<file path="src/rtl/aes_pkg.sv">
// aes_pkg: shared definitions for the AES control path.
// Provides the key-size mode code and the default geometry of the mode FIFO.
package aes_pkg;

  typedef enum logic [1:0] {
    MODE_AES128 = 2'd0,
    MODE_AES192 = 2'd1,
    MODE_AES256 = 2'd2,
    MODE_NONE   = 2'd3
  } aes_mode_e;

  localparam int FIFO_WIDTH = $bits(aes_mode_e);
  localparam int FIFO_DEPTH = 5;

endpackage

</file>
<file path="src/rtl/fifo_wrap_ptr.sv">
// fifo_wrap_ptr: circular buffer pointer that wraps DEPTH-1 -> 0.
// DEPTH need not be a power of two, so wrap is an explicit compare.
// Ports:
//   clk    - clock
//   reset  - asynchronous active-high reset, pointer to 0
//   clr    - synchronous clear, pointer to 0 (has priority over inc)
//   inc    - advance pointer by one
//   ptr    - current pointer value
module fifo_wrap_ptr #(
  parameter int DEPTH = 5,
  localparam int PW = (DEPTH > 1) ? $clog2(DEPTH) : 1
) (
  input  logic          clk,
  input  logic          reset,
  input  logic          clr,
  input  logic          inc,
  output logic [PW-1:0] ptr
);

  localparam logic [PW-1:0] LAST_C = PW'(DEPTH - 1);
  localparam logic [PW-1:0] ONE_C  = PW'(1);

  logic [PW-1:0] ptr_q, ptr_d;

  always_comb begin
    ptr_d = ptr_q;
    if (clr) begin
      ptr_d = '0;
    end else if (inc) begin
      ptr_d = (ptr_q == LAST_C) ? '0 : ptr_q + ONE_C;
    end
  end

  always_ff @(posedge clk or posedge reset) begin
    if (reset) begin
      ptr_q <= '0;
    end else begin
      ptr_q <= ptr_d;
    end
  end

  assign ptr = ptr_q;

endmodule

</file>
<file path="src/rtl/mode_fifo_gen.sv">
// mode_fifo_gen: parametrised synchronous FIFO for AES mode codes (or any
// narrow control word). Circular buffer with explicit occupancy count,
// registered flags, selectable overflow policy, synchronous flush.
// Ports:
//   clk, reset            - clock, asynchronous active-high reset
//   push, din             - write request and data
//   pop                   - read request; data appears on dout next cycle
//   flush                 - synchronous clear of contents (highest priority)
//   dout, dout_valid      - registered read data, one-cycle valid pulse
//   count                 - occupancy 0..DEPTH
//   full, empty, almost_full - registered occupancy flags
//   overflow, underflow   - one-cycle error pulses
module mode_fifo_gen
  import aes_pkg::*;
#(
  parameter int WIDTH     = FIFO_WIDTH,
  parameter int DEPTH     = FIFO_DEPTH,
  parameter bit OVERWRITE = 1'b1,
  parameter int AFULL_THR = DEPTH - 1,
  localparam int CW = $clog2(DEPTH + 1),
  localparam int PW = (DEPTH > 1) ? $clog2(DEPTH) : 1
) (
  input  logic             clk,
  input  logic             reset,
  input  logic             push,
  input  logic [WIDTH-1:0] din,
  input  logic             pop,
  input  logic             flush,
  output logic [WIDTH-1:0] dout,
  output logic             dout_valid,
  output logic [CW-1:0]    count,
  output logic             full,
  output logic             empty,
  output logic             almost_full,
  output logic             overflow,
  output logic             underflow
);

  localparam logic [CW-1:0] DEPTH_C = CW'(DEPTH);
  localparam logic [CW-1:0] AFULL_C = CW'(AFULL_THR);
  localparam logic [CW-1:0] ONE_C   = CW'(1);

  logic [WIDTH-1:0] mem [DEPTH];

  logic [PW-1:0]    rd_ptr, wr_ptr;
  logic             wr_inc, rd_inc, do_pop;

  logic [CW-1:0]    count_q, count_d;
  logic [WIDTH-1:0] dout_q, dout_d;
  logic             dout_valid_q, dout_valid_d;
  logic             full_q, full_d;
  logic             empty_q, empty_d;
  logic             afull_q, afull_d;
  logic             overflow_q, overflow_d;
  logic             underflow_q, underflow_d;

  // Decisions use the registered flags so the outputs never depend
  // combinationally on push/pop. A write into a full FIFO is accepted when
  // a pop frees the slot in the same cycle, or always under OVERWRITE where
  // the read pointer is dragged along to discard the oldest entry.
  always_comb begin
    do_pop = pop && !flush && !empty_q;
    wr_inc = push && !flush && (!full_q || pop || OVERWRITE);
    rd_inc = do_pop || (push && !pop && !flush && full_q && OVERWRITE);
  end

  always_comb begin
    count_d      = count_q;
    dout_d       = dout_q;
    dout_valid_d = 1'b0;
    overflow_d   = 1'b0;
    underflow_d  = 1'b0;
    if (flush) begin
      count_d = '0;
    end else begin
      if (wr_inc && !rd_inc) begin
        count_d = count_q + ONE_C;
      end else if (rd_inc && !wr_inc) begin
        count_d = count_q - ONE_C;
      end
      if (do_pop) begin
        dout_d       = mem[rd_ptr];
        dout_valid_d = 1'b1;
      end
      overflow_d  = push && !pop && full_q;
      underflow_d = pop && empty_q;
    end
    full_d  = (count_d == DEPTH_C);
    empty_d = (count_d == '0);
    afull_d = (count_d >= AFULL_C);
  end

  always_ff @(posedge clk or posedge reset) begin
    if (reset) begin
      count_q      <= '0;
      dout_q       <= '0;
      dout_valid_q <= 1'b0;
      full_q       <= 1'b0;
      empty_q      <= 1'b1;
      afull_q      <= 1'b0;
      overflow_q   <= 1'b0;
      underflow_q  <= 1'b0;
    end else begin
      count_q      <= count_d;
      dout_q       <= dout_d;
      dout_valid_q <= dout_valid_d;
      full_q       <= full_d;
      empty_q      <= empty_d;
      afull_q      <= afull_d;
      overflow_q   <= overflow_d;
      underflow_q  <= underflow_d;
    end
  end

  // Storage is intentionally not reset.
  always_ff @(posedge clk) begin
    if (wr_inc) begin
      mem[wr_ptr] <= din;
    end
  end

  fifo_wrap_ptr #(.DEPTH(DEPTH)) u_rd_ptr (
    .clk   (clk),
    .reset (reset),
    .clr   (flush),
    .inc   (rd_inc),
    .ptr   (rd_ptr)
  );

  fifo_wrap_ptr #(.DEPTH(DEPTH)) u_wr_ptr (
    .clk   (clk),
    .reset (reset),
    .clr   (flush),
    .inc   (wr_inc),
    .ptr   (wr_ptr)
  );

  assign dout        = dout_q;
  assign dout_valid  = dout_valid_q;
  assign count       = count_q;
  assign full        = full_q;
  assign empty       = empty_q;
  assign almost_full = afull_q;
  assign overflow    = overflow_q;
  assign underflow   = underflow_q;

  a_count_range: assert property (@(posedge clk) disable iff (reset)
    count_q <= DEPTH_C);
  a_full_empty: assert property (@(posedge clk) disable iff (reset)
    !(full_q && empty_q));
  a_valid_src: assert property (@(posedge clk) disable iff (reset)
    dout_valid_q |-> $past(pop && !flush && (count_q != '0)));

endmodule

</file>
<file path="config.mk">
export PLATFORM = sky130hd
export DESIGN_NAME = mode_fifo_gen
export DESIGN_NICKNAME = d
export VERILOG_FILES = /design/src/rtl/aes_pkg.sv /design/src/rtl/fifo_wrap_ptr.sv /design/src/rtl/mode_fifo_gen.sv
export SDC_FILE = /design/constraint.sdc
export NUM_CORES = 1
export LEC_CHECK = 0
export ABC_AREA = 1
export CAP_MARGIN = 20
export CORE_MARGIN = 4
export CORE_UTILIZATION = 38
export CTS_CLUSTER_SIZE = 24
export DETAILED_ROUTE_END_ITERATION = 16
export HOLD_SLACK_MARGIN = 0.15
export SLEW_MARGIN = 20
export SYNTH_ARGS = -nofsm -noshare
export SYNTH_HDL_FRONTEND = slang
export SYNTH_SLANG_ARGS = --single-unit
</file>
<file path="constraint.sdc">
create_clock -name clk -period 1.5 [get_ports clk]
set_input_delay 0.3 -clock clk [delete_from_list [all_inputs] [get_ports clk]]
set_output_delay 0.3 -clock clk [all_outputs]
set_load 0.05 [all_outputs]
</file>
==> metrics.cfg <==
[place]
hpwlAfterDp_um = 1990
place_ws_ns = -0.222
gp_congestion = 0.813
io_buffer_count = 17

[clocking]
postCtsHoldBufs = 0
cts_tree = done
cts_made_buffers = 3
cts-root-buf = clkbuf_4
clock_path_buffers = 2
cts.sinks = 26
clk_latency_ns = 0.32
cts.reportedPaths.clkPinSlew_ns = 0.14
htree_levels = 1

[logic_synthesis]
synth_top_area_frac = 0.292
synthesis.nets = 147
synthArstFlopShare = 0.615
synthTopCellsByArea = dfrtp_1 (29%), edfxtp_1 (23%), nand2_1 (7.9%)
synth_common_cells = nand2_1 (27), inv_1 (19), dfrtp_1 (15)
yosysSeqAreaShare = 0.547
yosys_warnings = 0
synth_largest_area_cell = dfrtp_1
synthFlopType = dfrtp_1
syn-cell-area_sq_um = 1280
synth-edff-count = 10
ys_seq_elements = 26
yosysMostFrequentCell = nand2_1
synth_cell_types = 22
synth_cells = 134
avgSynthCellArea_sq_um = 9.58

[floorplanning]
rows = 20
dieArea_sq_um = 4370
coreArea_sq_um = 3150
io_pins = 18
initial_core_util = 0.407
die_x_um = 66.1
dieHeight_um = 66.1

[sta]
tightest_slew_ns = 0.322
rsz0062_at_grt = false
final-setup-viol-count = 0
fmax_mhz = 705
hold_viol = 0
fin_ws_ns = 0.0823
finClkSkew_ns = 0.00602
drv_slew = 0
relSlewSlack = 0.785
period_minus_slack_ns = 1.42
post-route-period-util = 0.945

[power_and_ir_drop]
cellPowerDensity_nw_per_um2 = 1050
p_leak_nw = 0.811
vdd_ir_drop_max_uv = 424
power_w = 0.00184

[setup_path]
path_buf_inv = 2
crit_arrival_ns = 1.12
r2r_cells = 8
cp.required_ns = 1.20
r2r_slack_ns = 0.13
crit_path_cell_trace = buf_4 -> buf_12
end_kind = primary output
worstSetupPathType = reg -> out
critical-path-top-delay-family = flip-flops
rr_startpoint = empty
timing.rr.end = empty
slowest_stage = dfstp_2
slowest_delay_ns = 0.56
crit_fanout = 2
cp-start-kind = flip-flop

[job]
drv_cap = 0

[layout]
area_delta_synth_final_pct = 36.8
diodes = 0
num-fill-cells = 289
nets = 182
drive_gt1_frac = 0.262
fin_util = 0.557

[global_route]
gr-total-overflow = 0
grt_max_degree = 15
antenna_found_initial = 0
grt_usage = 0.123
grt_pass1_wl_um = 4210
grt_pass1_vias = 957

[route]
vias_per_cell = 4.70
wl_per_cell_um = 11.6
drt_wl_total_um = 2450
drt_iter0_drc = 45
ant_nets = 0
drc = 0
vias = 996
dr.pass1.iters = 4

[hold_path]
hold_path_class = in -> async

[outcome]
status = complete, no violations

==> registers in the layout, summed over array words and instances, names as in the netlist, 2 cells and up <==
signal	flops
mem	10
u_wr_ptr.ptr	3
u_rd_ptr.ptr	3
count	2
dout	2
==> layout by cell type (no fill, tap or decap), types with 2 or more instances in the layout <==
cell and n:
nand3_4 2, inv_4 2, o22ai_1 2, buf_12 11, nand3_2 3, clkdlybuf4s50_1 6
nand4_1 2, nor3_1 4, o21ai_0 9, dfrtp_1 14, nor2_1 9, clkbuf_4 3
ha_1 6, buf_4 14, nor2_2 4, a21oi_1 5, xnor2_1 3, nand3_1 7
edfxtp_1 10, inv_1 19, nand2_1 26
==> routing by layer <==
metal | up-vias | routed length (um) | GRT usage
met5 | - | 0 | 0
met4 | 0 | 19 | 0.0305
met3 | 4 | 63 | 0.0204
met2 | 14 | 1220 | 0.211
met1 | 466 | 1150 | 0.161
li1 | 512 | - | -
==> power breakdown <==
group / switching, W / leakage (nW) / internal [W] / total, W
clock network: 0.000208 / 0.0150 / 0.000104 / 0.000312
logic: 0.000352 / 0.497 / 0.000303 / 0.000655
registers: 0.0000644 / 0.298 / 0.000804 / 0.000869
total: 0.000625 / 0.811 / 0.00121 / 0.00184
==> repair_timing <==
item | 4_1_cts | 5_1_grt
resized for setup | 0 | 3
setup buffers | 0 | 4
endpoints found under the setup margin | 0 | 3
==> stage by stage <==
stage                     std cells  area [sq um]  setup TNS [ns]  hold WS, ns
after floorplan                 134          1280               0        0.213
after global placement          204          1690           -1.93        0.535
after detailed placement        204          1690           -2.14        0.546
after CTS                       208          1710               0        0.189
after global routing            212          1760               0        0.186
final                           212          1760               0        0.184
==> final cells by class <==
cell class	count	area (sq um)	area share
sequential	26	703	0.400
multi-input combinational	85	499	0.284
timing repair buffer	31	385	0.219
inverter	22	87.6	0.0499
tap	44	55.1	0.0313
clock buffer	4	26.3	0.0150
==> how the worst max path moves through the flow <==
stage	end	depth (start not counted)	slack, ns	startpoint
after floorplan	u_rd_ptr.ptr[2]	7	0.004	empty
after global placement	mem[4][1]	6	-0.20	flush
after detailed placement	mem[4][1]	6	-0.22	flush
after CTS	empty	8	0.08	empty
after global routing	mem[4][1]	6	0.02	flush
final	empty	2	0.08	empty
==> cells by family after synthesis <==
logic type / after synthesis / synth area share
flops: 26 / 0.547
buf+inv: 23 / 0.0741
fa+ha+maj: 6 / 0.0585
xor+xnor: 3 / 0.0205
simple gates: 59 / 0.229
compound gates: 17 / 0.0711
(Power assumes the default switching activity.)
